===== config.mk =====
export PLATFORM = sky130hd
export DESIGN_NAME = cl_axi_lite_init_master_flat
export DESIGN_NICKNAME = d
export VERILOG_FILES = /design/src/rtl/cl_axi_lite_pkg.sv /design/src/rtl/axi_lite_if.sv /design/src/rtl/cl_axi_lite_init_master.sv /design/src/flat_wrapper.sv
export SDC_FILE = /design/constraint.sdc
export NUM_CORES = 1
export LEC_CHECK = 0
export BUFFER_PORTS_ARGS = -buffer_cell sky130_fd_sc_hd__buf_2
export CAP_MARGIN = 0
export CELL_PAD_IN_SITES_DETAIL_PLACEMENT = 1
export CELL_PAD_IN_SITES_GLOBAL_PLACEMENT = 1
export CORE_AREA = 2 2 98 100
export DETAILED_ROUTE_END_ITERATION = 8
export DIE_AREA = 0 0 100 102
export PLACE_DENSITY_LB_ADDON = 0.1
export SYNTH_ARGS = -nofsm -noshare
export SYNTH_HDL_FRONTEND = slang
export SYNTH_SLANG_ARGS = --single-unit

===== constraint.sdc =====
create_clock -name clk -period 2.6 [get_ports clk]
set_input_delay 0.26 -clock clk [delete_from_list [all_inputs] [get_ports clk]]
set_output_delay 0.26 -clock clk [all_outputs]
set_load 0.01 [all_outputs]

===== src/rtl/cl_axi_lite_pkg.sv =====
// Shared types for the CL AXI-Lite init master: response codes, FSM states,
// and the error counter width.
package cl_axi_lite_pkg;

    typedef enum logic [1:0] {
        OKAY   = 2'd0,
        EXOKAY = 2'd1,
        SLVERR = 2'd2,
        DECERR = 2'd3
    } axi_resp_e;

    typedef enum logic [1:0] {
        IDLE,
        ADDR_DATA,
        RESP,
        DONE
    } init_state_e;

    localparam int ERR_CNT_W = 8;

endpackage


===== src/rtl/axi_lite_if.sv =====
// 32-bit AXI-Lite bundle with master and slave views.
interface axi_lite_if;
    logic [31:0] awaddr;
    logic        awvalid;
    logic        awready;
    logic [31:0] wdata;
    logic [3:0]  wstrb;
    logic        wvalid;
    logic        wready;
    logic [1:0]  bresp;
    logic        bvalid;
    logic        bready;
    logic [31:0] araddr;
    logic        arvalid;
    logic        arready;
    logic [31:0] rdata;
    logic [1:0]  rresp;
    logic        rvalid;
    logic        rready;

    modport master (
        output awaddr, awvalid, wdata, wstrb, wvalid, bready, araddr, arvalid, rready,
        input  awready, wready, bresp, bvalid, arready, rdata, rresp, rvalid
    );

    modport slave (
        input  awaddr, awvalid, wdata, wstrb, wvalid, bready, araddr, arvalid, rready,
        output awready, wready, bresp, bvalid, arready, rdata, rresp, rvalid
    );
endinterface


===== src/rtl/cl_axi_lite_init_master.sv =====
// AXI-Lite master that plays a fixed register-write table after reset or on
// start, then parks the bus in the tie-down state (valids low, readies high).
module cl_axi_lite_init_master
    import cl_axi_lite_pkg::*;
#(
    parameter int          NUM_WRITES                  = 4,
    parameter logic [31:0] INIT_ADDR [NUM_WRITES]      = '{default: 32'h0},
    parameter logic [31:0] INIT_DATA [NUM_WRITES]      = '{default: 32'h0},
    parameter logic [3:0]  INIT_STRB [NUM_WRITES]      = '{default: 4'hF},
    parameter bit          AUTO_START                  = 1'b1,
    parameter int          TIMEOUT_CYCLES              = 1024
) (
    input  logic                 clk,
    input  logic                 rst_n,
    input  logic                 start,
    axi_lite_if.master           axi_lite_master_bus,
    output logic                 busy,
    output logic                 done,
    output logic [ERR_CNT_W-1:0] err_count,
    output logic                 timeout
);

    localparam int IDX_W = (NUM_WRITES > 1) ? $clog2(NUM_WRITES) : 1;
    localparam int TMO_W = $clog2(TIMEOUT_CYCLES + 1);
    localparam logic [IDX_W-1:0] LAST_IDX = IDX_W'(NUM_WRITES - 1);
    localparam logic [TMO_W-1:0] TMO_MAX  = TMO_W'(TIMEOUT_CYCLES);

    init_state_e          state_q, state_d;
    logic [IDX_W-1:0]     idx_q, idx_d;
    logic                 awvalid_q, awvalid_d, wvalid_q, wvalid_d;
    logic                 aw_ok_q, aw_ok_d, w_ok_q, w_ok_d;
    logic [31:0]          awaddr_q, awaddr_d, wdata_q, wdata_d;
    logic [3:0]           wstrb_q, wstrb_d;
    logic                 busy_q, busy_d, done_q, done_d, timeout_q, timeout_d;
    logic                 auto_q, auto_d;
    logic [TMO_W-1:0]     tmo_cnt_q, tmo_cnt_d;
    logic [ERR_CNT_W-1:0] err_count_q, err_count_d;

    logic                 aw_hs, w_hs, launch, load;
    logic [1:0]           err_inc;
    logic [ERR_CNT_W:0]   err_sum;
    logic                 unused_rd;

    assign aw_hs = awvalid_q & axi_lite_master_bus.awready;
    assign w_hs  = wvalid_q & axi_lite_master_bus.wready;

    always_comb begin
        state_d     = state_q;
        idx_d       = idx_q;
        awvalid_d   = awvalid_q;
        wvalid_d    = wvalid_q;
        aw_ok_d     = aw_ok_q;
        w_ok_d      = w_ok_q;
        awaddr_d    = awaddr_q;
        wdata_d     = wdata_q;
        wstrb_d     = wstrb_q;
        busy_d      = busy_q;
        done_d      = done_q;
        timeout_d   = timeout_q;
        auto_d      = auto_q;
        tmo_cnt_d   = tmo_cnt_q;
        launch      = 1'b0;
        load        = 1'b0;
        err_inc     = 2'd0;

        // Read data and any B beat outside the RESP wait are protocol noise.
        if (axi_lite_master_bus.rvalid) err_inc = err_inc + 2'd1;
        if (axi_lite_master_bus.bvalid && state_q != RESP) err_inc = err_inc + 2'd1;

        if (state_q == ADDR_DATA || state_q == RESP) begin
            if (tmo_cnt_q != TMO_MAX) tmo_cnt_d = tmo_cnt_q + 1'b1;
            if (tmo_cnt_q == TMO_MAX - 1'b1) timeout_d = 1'b1;
        end

        case (state_q)
            IDLE: begin
                if (start || auto_q) launch = 1'b1;
            end
            ADDR_DATA: begin
                if (aw_hs) begin
                    awvalid_d = 1'b0;
                    aw_ok_d   = 1'b1;
                end
                if (w_hs) begin
                    wvalid_d = 1'b0;
                    w_ok_d   = 1'b1;
                end
                if ((aw_ok_q || aw_hs) && (w_ok_q || w_hs)) state_d = RESP;
            end
            RESP: begin
                if (axi_lite_master_bus.bvalid) begin
                    if (axi_lite_master_bus.bresp != OKAY) err_inc = err_inc + 2'd1;
                    if (idx_q == LAST_IDX) begin
                        state_d = DONE;
                        busy_d  = 1'b0;
                        done_d  = 1'b1;
                    end else begin
                        idx_d   = idx_q + 1'b1;
                        load    = 1'b1;
                        state_d = ADDR_DATA;
                    end
                end
            end
            DONE: begin
                if (start) launch = 1'b1;
            end
            default: state_d = IDLE;
        endcase

        if (launch) begin
            idx_d     = '0;
            busy_d    = 1'b1;
            done_d    = 1'b0;
            timeout_d = 1'b0;
            auto_d    = 1'b0;
            load      = 1'b1;
            state_d   = ADDR_DATA;
        end

        if (load) begin
            awvalid_d = 1'b1;
            wvalid_d  = 1'b1;
            aw_ok_d   = 1'b0;
            w_ok_d    = 1'b0;
            tmo_cnt_d = '0;
            awaddr_d  = INIT_ADDR[idx_d];
            wdata_d   = INIT_DATA[idx_d];
            wstrb_d   = INIT_STRB[idx_d];
        end

        err_sum     = {1'b0, err_count_q} + (ERR_CNT_W + 1)'(err_inc);
        err_count_d = err_sum[ERR_CNT_W] ? '1 : err_sum[ERR_CNT_W-1:0];
    end

    always_ff @(posedge clk) begin
        if (!rst_n) begin
            state_q     <= IDLE;
            idx_q       <= '0;
            awvalid_q   <= 1'b0;
            wvalid_q    <= 1'b0;
            aw_ok_q     <= 1'b0;
            w_ok_q      <= 1'b0;
            awaddr_q    <= '0;
            wdata_q     <= '0;
            wstrb_q     <= '0;
            busy_q      <= 1'b0;
            done_q      <= 1'b0;
            timeout_q   <= 1'b0;
            auto_q      <= AUTO_START;
            tmo_cnt_q   <= '0;
            err_count_q <= '0;
        end else begin
            state_q     <= state_d;
            idx_q       <= idx_d;
            awvalid_q   <= awvalid_d;
            wvalid_q    <= wvalid_d;
            aw_ok_q     <= aw_ok_d;
            w_ok_q      <= w_ok_d;
            awaddr_q    <= awaddr_d;
            wdata_q     <= wdata_d;
            wstrb_q     <= wstrb_d;
            busy_q      <= busy_d;
            done_q      <= done_d;
            timeout_q   <= timeout_d;
            auto_q      <= auto_d;
            tmo_cnt_q   <= tmo_cnt_d;
            err_count_q <= err_count_d;
        end
    end

    assign axi_lite_master_bus.awaddr  = awaddr_q;
    assign axi_lite_master_bus.awvalid = awvalid_q;
    assign axi_lite_master_bus.wdata   = wdata_q;
    assign axi_lite_master_bus.wstrb   = wstrb_q;
    assign axi_lite_master_bus.wvalid  = wvalid_q;
    assign axi_lite_master_bus.bready  = 1'b1;
    assign axi_lite_master_bus.araddr  = 32'h0;
    assign axi_lite_master_bus.arvalid = 1'b0;
    assign axi_lite_master_bus.rready  = 1'b1;

    assign unused_rd = ^{axi_lite_master_bus.arready, axi_lite_master_bus.rdata,
                         axi_lite_master_bus.rresp};

    assign busy      = busy_q;
    assign done      = done_q;
    assign timeout   = timeout_q;
    assign err_count = err_count_q;

endmodule

===== src/flat_wrapper.sv =====
// flat-port wrapper written by rule: the top's interface ports become plain ports
module cl_axi_lite_init_master_flat import cl_axi_lite_pkg::*;
#(
    parameter int          NUM_WRITES                  = 4,
    parameter logic [31:0] INIT_ADDR [NUM_WRITES]      = '{default: 32'h0},
    parameter logic [31:0] INIT_DATA [NUM_WRITES]      = '{default: 32'h0},
    parameter logic [3:0]  INIT_STRB [NUM_WRITES]      = '{default: 4'hF},
    parameter bit          AUTO_START                  = 1'b1,
    parameter int          TIMEOUT_CYCLES              = 1024
)
  (clk, rst_n, start, busy, done, err_count, timeout, axi_lite_master_bus_awaddr, axi_lite_master_bus_awvalid, axi_lite_master_bus_wdata, axi_lite_master_bus_wstrb, axi_lite_master_bus_wvalid, axi_lite_master_bus_bready, axi_lite_master_bus_araddr, axi_lite_master_bus_arvalid, axi_lite_master_bus_rready, axi_lite_master_bus_awready, axi_lite_master_bus_wready, axi_lite_master_bus_bresp, axi_lite_master_bus_bvalid, axi_lite_master_bus_arready, axi_lite_master_bus_rdata, axi_lite_master_bus_rresp, axi_lite_master_bus_rvalid);
  axi_lite_if axi_lite_master_bus_i ();
  input  logic clk;
  input  logic rst_n;
  input  logic start;
  output logic busy;
  output logic done;
  output logic [ERR_CNT_W-1:0] err_count;
  output logic timeout;
  output wire logic [$bits(axi_lite_master_bus_i.awaddr)-1:0] axi_lite_master_bus_awaddr;
  output wire logic [$bits(axi_lite_master_bus_i.awvalid)-1:0] axi_lite_master_bus_awvalid;
  output wire logic [$bits(axi_lite_master_bus_i.wdata)-1:0] axi_lite_master_bus_wdata;
  output wire logic [$bits(axi_lite_master_bus_i.wstrb)-1:0] axi_lite_master_bus_wstrb;
  output wire logic [$bits(axi_lite_master_bus_i.wvalid)-1:0] axi_lite_master_bus_wvalid;
  output wire logic [$bits(axi_lite_master_bus_i.bready)-1:0] axi_lite_master_bus_bready;
  output wire logic [$bits(axi_lite_master_bus_i.araddr)-1:0] axi_lite_master_bus_araddr;
  output wire logic [$bits(axi_lite_master_bus_i.arvalid)-1:0] axi_lite_master_bus_arvalid;
  output wire logic [$bits(axi_lite_master_bus_i.rready)-1:0] axi_lite_master_bus_rready;
  input wire logic [$bits(axi_lite_master_bus_i.awready)-1:0] axi_lite_master_bus_awready;
  input wire logic [$bits(axi_lite_master_bus_i.wready)-1:0] axi_lite_master_bus_wready;
  input wire logic [$bits(axi_lite_master_bus_i.bresp)-1:0] axi_lite_master_bus_bresp;
  input wire logic [$bits(axi_lite_master_bus_i.bvalid)-1:0] axi_lite_master_bus_bvalid;
  input wire logic [$bits(axi_lite_master_bus_i.arready)-1:0] axi_lite_master_bus_arready;
  input wire logic [$bits(axi_lite_master_bus_i.rdata)-1:0] axi_lite_master_bus_rdata;
  input wire logic [$bits(axi_lite_master_bus_i.rresp)-1:0] axi_lite_master_bus_rresp;
  input wire logic [$bits(axi_lite_master_bus_i.rvalid)-1:0] axi_lite_master_bus_rvalid;
  assign axi_lite_master_bus_awaddr = axi_lite_master_bus_i.awaddr;
  assign axi_lite_master_bus_awvalid = axi_lite_master_bus_i.awvalid;
  assign axi_lite_master_bus_wdata = axi_lite_master_bus_i.wdata;
  assign axi_lite_master_bus_wstrb = axi_lite_master_bus_i.wstrb;
  assign axi_lite_master_bus_wvalid = axi_lite_master_bus_i.wvalid;
  assign axi_lite_master_bus_bready = axi_lite_master_bus_i.bready;
  assign axi_lite_master_bus_araddr = axi_lite_master_bus_i.araddr;
  assign axi_lite_master_bus_arvalid = axi_lite_master_bus_i.arvalid;
  assign axi_lite_master_bus_rready = axi_lite_master_bus_i.rready;
  assign axi_lite_master_bus_i.awready = axi_lite_master_bus_awready;
  assign axi_lite_master_bus_i.wready = axi_lite_master_bus_wready;
  assign axi_lite_master_bus_i.bresp = axi_lite_master_bus_bresp;
  assign axi_lite_master_bus_i.bvalid = axi_lite_master_bus_bvalid;
  assign axi_lite_master_bus_i.arready = axi_lite_master_bus_arready;
  assign axi_lite_master_bus_i.rdata = axi_lite_master_bus_rdata;
  assign axi_lite_master_bus_i.rresp = axi_lite_master_bus_rresp;
  assign axi_lite_master_bus_i.rvalid = axi_lite_master_bus_rvalid;
  cl_axi_lite_init_master #(.NUM_WRITES(NUM_WRITES), .INIT_ADDR(INIT_ADDR), .INIT_DATA(INIT_DATA), .INIT_STRB(INIT_STRB), .AUTO_START(AUTO_START), .TIMEOUT_CYCLES(TIMEOUT_CYCLES)) u_core (.clk(clk), .rst_n(rst_n), .start(start), .axi_lite_master_bus(axi_lite_master_bus_i), .busy(busy), .done(done), .err_count(err_count), .timeout(timeout));
endmodule

==> impl_metrics.csv <==
group,metric,value,unit
clock_tree,cts_setup_buffers,0,
drt,viasPerCell,3.731,
placed_design,gp_congestion,0.6680,
layout,final_layout_size_suffix_gt1_share,16.07,%
flow_run,drv_cap,0,
clock_tree,cts_buffer_depth,2,
clock_tree,htreeDepth,2,
timing,finalSetupViolations,0,
yosys,synthXorXnorAreaFrac,5.691,%
timing,setup_tns,0,ps
die,dieArea,10200,um2
timing,drv_slew,0,
timing,worst_pin_slew,654.5,ps
grt,grt_pass1_vias,1372,
worst_setup_path,crit_type,"flop to flop",
die,row_count,35,
layout,nNetsFinal,360,
layout,stdcell_count,416,
die,start_util,25.34,%
worst_setup_path,cp.arrival,2620,ps
drt,vias,1552,
placed_design,port_buffers,25,
yosys,ys_warn_count,0,
drt,wl,4376,um
power_and_ir_drop,power,1.933,mW
clock_tree,numCtsBuffers,5,
worst_setup_path,setup.worst_path.end_class,"flop",
drt,drt-initial-drc-count,31,
yosys,async_flop_share,0,%
timing,period_minus_slack,2449,ps
yosys,synth_edf_count,0,
layout,post-route-util,25.71,%
yosys,ys_ff_latch,32,
yosys,synth_top_family_by_area,"buffers and inverters",
die,core,9109,um2
timing,max_freq,408.3,MHz
grt,grt_max_degree,14,
yosys,synth.area.mux_share,0.8672,%
timing,finalHoldViolCount,0,
worst_setup_path,slowest_stage,"dfxtp_2",
yosys,synth_fa_ha_area_share,6.829,%
layout,diodes,0,
layout,num-fill-cells,1120,
yosys,synth.distinct_cells,38,
status,status,"finished, final reports clean",
clock_tree,cts.clk_slew.worst_paths,80,ps
worst_setup_path,cp-start-kind,"flop",
yosys,netlist_instances,273,
worst_setup_path,crit_required,2770,ps
die,die_y,102,um
timing,post-route-period-util,94.20,%
grt,grt_pass1_wl,6727,um
clock_tree,cts_root_buf,"clkbuf_8",
yosys,yosysSeqAreaShare,27.75,%
power_and_ir_drop,p_per_area,825.2,nW/um2
drt,ant_nets,0,
timing,fin_worst_skew,14.95,ps
yosys,syn_area_per_cell,8.456,um2
worst_setup_path,crit_chain,"inv_1, ha_1, nand2b_1, ha_1, xnor2_1, ha_2, fa_2, and3_1, nand2_1, nand2_1, o311a_1",
yosys,yosys.area_share.simple,13.93,%
worst_hold_path,hold_class,"primary input to flop",
die,io_pins,160,
placed_design,dp_hpwl,3368,um
worst_setup_path,critical_path.top_delay_family,"adder cells",
power_and_ir_drop,peakVddDrop,0.1831,mV
yosys,synth-compound-area-share,8.564,%
drt,wl_per_cell,10.52,um
clock_tree,cts_sinks,32,
worst_setup_path,cp_max_fo,2,
timing,slew_headroom,56.37,%
placed_design,dp.cells,408,
grt,grtUsageTotal,8.375,%
yosys,mappedNetlistArea,2308,um2
drt,drc,0,
clock_tree,cts_tree,"built",
grt,antenna_found_initial,0,
worst_setup_path,r2r_setup_slack,150,ps
clock_tree,cts_resized,0,
power_and_ir_drop,leakagePower,1.141,nW
worst_setup_path,cp.buffers_inverters,1,
layout,areaGrowthSynthToFinish,1.464,%
grt,overflow,0,
die,die_w,100,um
clock_tree,postCtsHoldBufs,0,
drt,dr.pass1.iters,4,
yosys,synth_ff_type,"dfxtp_1",
clock_tree,clk_latency,290,ps
worst_setup_path,max_stage_delay,340,ps
[cell type report]
cell class              instances  area (um2)  share of cell area (%)
clock buffers                   7       96.34                   4.113
flip-flops and latches         32       641.9                   27.40
well taps                     111       138.9                   5.929
clock inverters                 1       30.03                   1.282
inverters                      12       45.04                   1.923
repair buffers                 32       177.7                   7.585
multi-input cells             221        1212                   51.76
[sequential cells by signal (all words and copies together), names as in the netlist]
name and flops:
u_core.busy 1, u_core.aw_ok_q 1, u_core.idx_q 2, u_core.done 1
u_core.axi_lite_master_bus.wvalid 1, u_core.timeout 1, u_core.err_count 8, u_core.axi_lite_master_bus.wstrb 1
u_core.state_q 2, u_core.tmo_cnt_q 11, u_core.auto_q 1, u_core.w_ok_q 1
u_core.axi_lite_master_bus.awvalid 1
[final timing paths]
kind | from | end | depth (start not counted)
hold / removal | rst_n | u_core.auto_q | 2
setup reg to reg | u_core.state_q[0] | u_core.err_count[7] | 11
hold reg to reg | u_core.done | u_core.done | 2
setup / recovery | u_core.state_q[0] | u_core.err_count[7] | 11
[cells in the mapped netlist, drive strengths merged, types with 2 or more instances]
cell type  count  area, um2
and3           4      25.02
xnor2          8      70.07
inv           12      45.04
nand4          3      18.77
nor3           2      10.01
dfxtp         32      640.6
mux2i          2      20.02
conb           2      7.510
a31oi          6      37.54
nand2b         3      18.77
xor2           7      61.31
o21a           5      37.54
ha            11      137.6
a21oi          8      40.04
o21ai          4      20.02
and4           3      26.28
nor2b          3      21.27
nand2         14      52.55
buf          105      787.0
nand3          5      25.02
nor2          20      75.07
[kinds of logic after synthesis]
logic type | count (synthesis)
AO/OA/AOI/OAI | 30
XOR/XNOR | 15
adder cells (fa/ha/maj) | 12
buffers and inverters | 117
flip-flops | 32
multiplexers | 2
other | 2
AND/OR/NAND/NOR | 63
[routing by layer]
layer	part of all wire [%]	global-route usage [%]	routed length [um]	up-vias
met5	0	0	0	-
met4	0	3.161	0	0
met3	7.5	1.915	330	0
met2	47	13.62	2052	81
met1	46	10.89	1992	719
li1	-	-	-	752
[power breakdown]
group / internal (mW) / leakage (nW) / switching (mW) / total (mW)
Combinational: 0.303 / 0.816 / 0.446 / 0.750
Sequential: 0.576 / 0.261 / 0.0687 / 0.645
Clock: 0.339 / 0.0645 / 0.200 / 0.538
[stage by stage]
stage	instance area (um2)	hold slack (ps)	worst slack, ps
after floorplan	2673	417.9	54.22
after global placement	2202	436.2	85.87
after detailed placement	2202	439.0	89.76
after CTS	2328	272.2	51.14
after global routing	2342	285.3	-1.647
final	2342	269.5	150.7
[worst reg2reg max path: cells and delay by family, from the launching register on]
| family | cells | cell delay, ps |
|---|---|---|
| buffers and inverters | 1 | 50 |
| DFF | 1 | 340 |
| AOI/OAI and AO/OA | 1 | 290 |
| and+or+nand+nor | 4 | 500 |
| adders and majority gates | 4 | 1040 |
| xor gates and xnor gates | 1 | 130 |
[cell usage in the layout (no fill, tap or decap), types with 2 or more instances in the layout]
master | synthesis | routed
nor2_1 | 20 | 19
o21ai_0 | 4 | 4
xor2_1 | 7 | 7
nand4_1 | 3 | 3
o21a_1 | 5 | 5
xnor2_1 | 8 | 8
mux2i_1 | 2 | 2
clkbuf_8 | 0 | 7
nand2_1 | 14 | 14
and3_1 | 4 | 4
nand2b_1 | 3 | 3
nor2b_1 | 2 | 2
a21oi_1 | 8 | 8
dfxtp_1 | 32 | 31
buf_2 | 2 | 25
and4_1 | 3 | 3
nor3_1 | 2 | 2
a31oi_1 | 6 | 6
conb_1 | 2 | 99
ha_1 | 11 | 10
nand3_1 | 5 | 5
buf_4 | 102 | 7
inv_1 | 12 | 12
No activity file was read; power rests on OpenSTA's default activity.
